--- config.mk ---
export PLATFORM = sky130hd
export DESIGN_NAME = regfile_mp
export DESIGN_NICKNAME = d
export VERILOG_FILES = /design/src/rtl/regfile_pkg.sv /design/src/rtl/regfile_rdport.sv /design/src/rtl/regfile_mp.sv
export SDC_FILE = /design/constraint.sdc
export NUM_CORES = 2
export LEC_CHECK = 0
export BUFFER_PORTS_ARGS = -buffer_cell sky130_fd_sc_hd__buf_2
export CAP_MARGIN = 25
export CORE_MARGIN = 2
export CORE_UTILIZATION = 35
export DETAILED_ROUTE_END_ITERATION = 8
export SKIP_LAST_GASP = 1
export SYNTH_ARGS = -nofsm -noshare
export SYNTH_HDL_FRONTEND = slang
export SYNTH_SLANG_ARGS = --single-unit
--- constraint.sdc ---
create_clock -name clk -period 5.4 [get_ports clk]
set_input_delay 0.54 -clock clk [delete_from_list [all_inputs] [get_ports clk]]
set_output_delay 0.54 -clock clk [all_outputs]
set_load 0.05 [all_outputs]
--- src/rtl/regfile_pkg.sv ---
// Shared constants and reset-value helper for the multi-port register file.
package regfile_pkg;

  localparam int unsigned DEF_DATA_W = 64;
  localparam int unsigned DEF_DEPTH  = 32;
  localparam int unsigned DEF_NRD    = 2;

  // Each register resets to its own index; callers zero-extend to the data width.
  function automatic logic [31:0] reset_val(input int unsigned idx);
    return idx;
  endfunction

endpackage

--- src/rtl/regfile_rdport.sv ---
// One combinational read port: address mux over the storage array and the
// busy scoreboard. With REGFILE_MP_BYPASS_EN defined, an in-flight write to
// the same address is merged lane by lane into the returned data.
module regfile_rdport
  import regfile_pkg::*;
#(
  parameter int unsigned DATA_W = DEF_DATA_W,
  parameter int unsigned DEPTH  = DEF_DEPTH
) (
  input  logic [DATA_W-1:0]          regs [DEPTH],
  input  logic [DEPTH-1:0]           busy,
  input  logic [$clog2(DEPTH)-1:0]   raddr,
`ifdef REGFILE_MP_BYPASS_EN
  input  logic                       wena,
  input  logic [$clog2(DEPTH)-1:0]   waddr,
  input  logic [DATA_W/8-1:0]        wsel,
  input  logic [DATA_W-1:0]          wdata,
  input  logic                       wclr,
  input  logic                       bset,
  input  logic [$clog2(DEPTH)-1:0]   bset_addr,
`endif
  output logic [DATA_W-1:0]          rdata,
  output logic                       rbusy
);

`ifdef REGFILE_MP_BYPASS_EN
  localparam int unsigned NLANE = DATA_W / 8;

  logic hit;

  // Stored value, overridden per lane by a same-cycle write to this address.
  always_comb begin
    rdata = regs[raddr];
    rbusy = busy[raddr];
    hit   = wena && (waddr == raddr) && (waddr != '0);
    if (hit) begin
      for (int unsigned l = 0; l < NLANE; l++) begin
        if (wsel[l]) rdata[8*l +: 8] = wdata[8*l +: 8];
      end
      // A same-address set keeps the register busy, so only a lone clear hides it.
      if (wclr && !(bset && (bset_addr == waddr))) rbusy = 1'b0;
    end
  end
`else
  // Stored state only; writes become visible after the clock edge.
  always_comb begin
    rdata = regs[raddr];
    rbusy = busy[raddr];
  end
`endif

endmodule

--- src/rtl/regfile_mp.sv ---
// Multi-port register file with byte-lane writes and a busy scoreboard.
// Register 0 is hardwired to zero and never marked busy.
// Optional feature: define REGFILE_MP_BYPASS_EN for write-to-read forwarding.
module regfile_mp
  import regfile_pkg::*;
#(
  parameter int unsigned DATA_W = DEF_DATA_W,
  parameter int unsigned DEPTH  = DEF_DEPTH,
  parameter int unsigned NRD    = DEF_NRD,
  localparam int unsigned ADDR_W = $clog2(DEPTH),
  localparam int unsigned NLANE  = DATA_W / 8
) (
  input  logic                    clk,
  input  logic                    rst,
  input  logic [NRD*ADDR_W-1:0]   raddr,
  output logic [NRD*DATA_W-1:0]   rdata,
  output logic [NRD-1:0]          rbusy,
  input  logic                    wena,
  input  logic [ADDR_W-1:0]       waddr,
  input  logic [NLANE-1:0]        wsel,
  input  logic [DATA_W-1:0]       wdata,
  input  logic                    wclr,
  input  logic                    bset,
  input  logic [ADDR_W-1:0]       bset_addr,
  output logic [ADDR_W:0]         pend_cnt
);

  localparam logic [ADDR_W:0] CNT_ONE = 1;

  logic [DATA_W-1:0] regs [DEPTH];
  logic [DEPTH-1:0]  busy;
  logic              set_hit;
  logic              set_eff;
  logic              clr_eff;

  // Storage: reset to index values, byte-lane writes, address 0 ignored.
  always_ff @(posedge clk or negedge rst) begin
    if (!rst) begin
      for (int unsigned i = 0; i < DEPTH; i++) regs[i] <= DATA_W'(reset_val(i));
    end else if (wena && (waddr != '0)) begin
      for (int unsigned l = 0; l < NLANE; l++) begin
        if (wsel[l]) regs[waddr][8*l +: 8] <= wdata[8*l +: 8];
      end
    end
  end

  // Effective set/clear: only actual busy-bit transitions move the counter,
  // and a same-address set suppresses the clear.
  always_comb begin
    set_hit = bset && (bset_addr != '0);
    set_eff = set_hit && !busy[bset_addr];
    clr_eff = wena && wclr && (waddr != '0) && busy[waddr]
              && !(set_hit && (bset_addr == waddr));
  end

  // Scoreboard bits and the pending-producer count.
  always_ff @(posedge clk or negedge rst) begin
    if (!rst) begin
      busy     <= '0;
      pend_cnt <= '0;
    end else begin
      if (clr_eff) busy[waddr]     <= 1'b0;
      if (set_eff) busy[bset_addr] <= 1'b1;
      if (set_eff && !clr_eff)      pend_cnt <= pend_cnt + CNT_ONE;
      else if (clr_eff && !set_eff) pend_cnt <= pend_cnt - CNT_ONE;
    end
  end

  for (genvar k = 0; k < NRD; k++) begin : g_rd
    regfile_rdport #(
      .DATA_W (DATA_W),
      .DEPTH  (DEPTH)
    ) u_rdport (
      .regs      (regs),
      .busy      (busy),
      .raddr     (raddr[k*ADDR_W +: ADDR_W]),
`ifdef REGFILE_MP_BYPASS_EN
      .wena      (wena),
      .waddr     (waddr),
      .wsel      (wsel),
      .wdata     (wdata),
      .wclr      (wclr),
      .bset      (bset),
      .bset_addr (bset_addr),
`endif
      .rdata     (rdata[k*DATA_W +: DATA_W]),
      .rbusy     (rbusy[k])
    );
  end

endmodule
==> results by group <==
Power
  • LEAKAGE: 53.36 nW
  • Pwr Total: 0.04378 W
  • Maximum vdd drop: 0.0002924 V
  • P per Cell Area: 346.2 nW/µm²

Logic synthesis
  • Synth top area cells: dfrtp_1 45%, mux4_2 26%, mux2_2 19%
  • Count leader, synth: dfrtp_1
  • Syn avg cell area: 17.01 µm²
  • Most used DFF post-synth: dfrtp_1
  • Post-synthesis sequential area ratio: 46.48%
  • FF+latch count, synth: 2,086
  • Post-synth top area cell: dfrtp_1
  • Syn Nets: 6,716
  • Warnings, synthesis: 0
  • Synth top area share: 44.61%
  • Post-Synthesis Cells: 6,613
  • Syn Std Cell Area: 112,500 µm²
  • Number of synthesized flops with an enable pin: 0
  • Synth async-reset ratio: 100.0%
  • Post-synth top cells: 2,006 x dfrtp_1, 1,942 x mux2_2, 1,304 x mux4_2
  • Yosys cell types: 64

STA
  • Clock skew: 55.70 ps
  • Final min period: 3910 ps
  • Slew headroom: 28.42%
  • Worst Slack Setup Final: 1490 ps
  • Hold_ws: 86.41 ps
  • Count of pins over their slew limit: 0
  • Max Clock Freq: 255.7 MHz
  • Tcrit/Tclk final: 72.41%
  • Final setup viols: 0
  • Fin. Hold Viols: 0
  • Setup TNS: 0 ps
  • Worst-Margin Slew: 1074 ps
  • Unrepaired setup endpoints after global routing: no

Hold path
  • Worst hold path type: input port to flip-flop
  • Worst hold start: wclr

Critical path
  • CP peak stage delay: 560 ps
  • Crit path cell chain: buf_8, buf_12, buf_4, mux4_2, mux4_2, mux2_2, buf_2
  • CP max FO: 34
  • CP Class: input port to primary output
  • Worst setup EP type: primary output
  • Crit Reg-Reg Startpoint: busy[27]
  • Cell mode on critical path: mux4_2
  • Master of the slowest instance on the critical path: mux4_2
  • Worst Path Required: 4860 ps
  • Critical Path Start: raddr[5]
  • Worst EP arrival: 3370 ps
  • Crit path launch type: input port

Floorplanning
  • I/O pin total: 233
  • Die Wd: 571.0 µm
  • Die H: 571.0 µm
  • Core area: 320,400 µm²
  • Initial Utilization: 35.12%
  • Die Area: 326,000 µm²
  • Std cell rows: 208

Job
  • Max-Cap Viols: 0

Global route
  • Initial antenna violation count: 35
  • GRT Residual Overflow: 0
  • Vias in the first global route: 69,233
  • First-pass GRT wire length: 516,100 µm
  • Tot GR Track Use: 21.69%
  • Largest net degree at the start of global routing: 181

Routing
  • Number of DRC markers in iteration 0: 5,417
  • Via/cell ratio: 5.877
  • Routed WL per cell: 31.74 µm
  • Post-Route WL: 353,900 µm
  • Antenna Violating Nets Remaining: 0
  • Routed via count: 65,533
  • Drt first pass iters: 5
  • DR DRC count: 0

Layout
  • Area grow syn2layout: 12.39%
  • Share of cells above drive strength 1: 64.29%
  • Final Util: 39.47%
  • Layout Nets: 6,756

Placed design
  • Hpwl dp: 227,600 µm
  • I/O Buffers: 232
  • Pre-CTS WS: 1006 ps
  • Final Wtd Congestion: 0.8628

Clock network
  • Clk buf depth: 4
  • # clock sinks: 2,086
  • CTS root buf: clkbuf_16
  • CTS clock-pin slew for the worst setup and hold paths: 50 ps
  • CTS H-tree depth: 4
  • Clk Latency, worst-skew pair: 910 ps
  • CTS tree: built
  • TritonCTS Buffers: 230
  • Setup repair bufs after CTS: 0

Status
  • Status: finished clean
==> cell type report <==
cell class / instances / area (µm²)
Sequential cell: 2086 / 52300
Antenna cell: 8 / 20.02
Multi-Input combinational cell: 3908 / 57740
Fill cell: 28907 / 193900
Timing Repair Buffer: 417 / 3493
Clock buffer: 354 / 6804
Inverter: 10 / 37.54
Clock inverter: 63 / 674.4
Tap cell: 4305 / 5386
==> per-stage QoR <==
| stage | area [µm²] | instances |
|---|---|---|
| 3_3_place_gp | 118900 | 10723 |
| 3_5_place_dp | 118900 | 10724 |
| 5_1_grt | 126400 | 11145 |
| 2_1_floorplan | 112500 | 6613 |
| 4_1_cts | 126400 | 11142 |
| 6_report | 126500 | 11151 |
==> path summary, 6_finish.rpt <==
| check | cells past startpoint | to | slack, ps |
|---|---|---|---|
| min in group asynchronous | 2 | regs[192] | 280 |
| hold / removal | 3 | busy[13] | 90 |
| setup reg to reg | 13 | pend_cnt[5] | 1520 |
| hold reg to reg | 0 | regs[2025] | 390 |
| setup / recovery | 7 | rdata[125] | 1490 |
| max in group asynchronous | 3 | regs[1509] | 3460 |
==> flip-flops by register name, indices dropped and copies added, names as in the netlist <==
register and count:
pend_cnt 6, busy 32, regs 2048
==> critical path: cells and delay by family <==
family	cells	cell delay (ps)
muxes	3	1410
buffers and inverters	4	1300
==> placed cells by master, fill, tap and decap left out, types with 4 or more instances in the layout <==
master	netlist	layout
bufinv_16	0	11
nand2b_1	6	6
clkbuf_16	0	232
nand2_1	37	13
clkbuf_1	441	68
mux4_2	1304	1304
ha_1	5	5
o2bb2ai_1	6	6
buf_4	28	118
nand4_1	7	7
or2_2	7	7
nor2b_1	4	4
inv_1	9	9
buf_12	0	65
xor2_1	5	5
clkbuf_8	0	54
nor2_4	240	240
mux2_2	1942	1942
buf_8	1	6
clkinvlp_4	0	4
nor2_1	39	39
o21ai_0	8	8
buf_2	108	221
nand2_4	0	8
diode_2	0	8
buf_6	2	4
clkinv_2	0	41
mux2_1	180	180
xnor2_1	5	5
mux2i_1	14	14
nand2_2	14	30
nand3_1	6	6
o22a_1	9	9
o32a_1	14	14
dfrtp_1	2006	2006
dfstp_2	80	80
nor2_2	9	9
==> where the power goes <==
| part | internal [W] | switching [W] |
|---|---|---|
| sequential | 0.0178 | 0.00152 |
| combinational | 0.00449 | 0.00416 |
| clock | 0.00915 | 0.00671 |
| total | 0.0314 | 0.0124 |
==> what timing repair did <==
item	4_1_cts	5_1_grt
hold buffers	1	0
endpoints found under the hold margin	72	0
resized for setup	0	0
==> layer usage <==
metal / GRT usage, % / vias to the layer above / wire, µm / share of wire (%)
met1: 29.43 / 36547 / 148100 / 42
met3: 5.494 / 620 / 27600 / 7.8
met4: 8.410 / 32 / 14900 / 4.2
li1: - / 26180 / - / -
met5: 0.4556 / - / 407 / 0.12
met2: 33.35 / 2154 / 162900 / 46
==> kinds of logic after synthesis <==
| family | Yosys count | synth area share [%] |
|---|---|---|
| muxes | 3441 | 47.49 |
| DFF | 2086 | 46.48 |
| buffers and inverters | 619 | 2.302 |
| and+or+nand+nor | 386 | 3.077 |
| AOI/OAI and AO/OA | 65 | 0.5026 |
| xor gates and xnor gates | 10 | 0.07784 |
| adders and majority gates | 6 | 0.07339 |
Note: power is estimated with default switching activity, not from simulation.
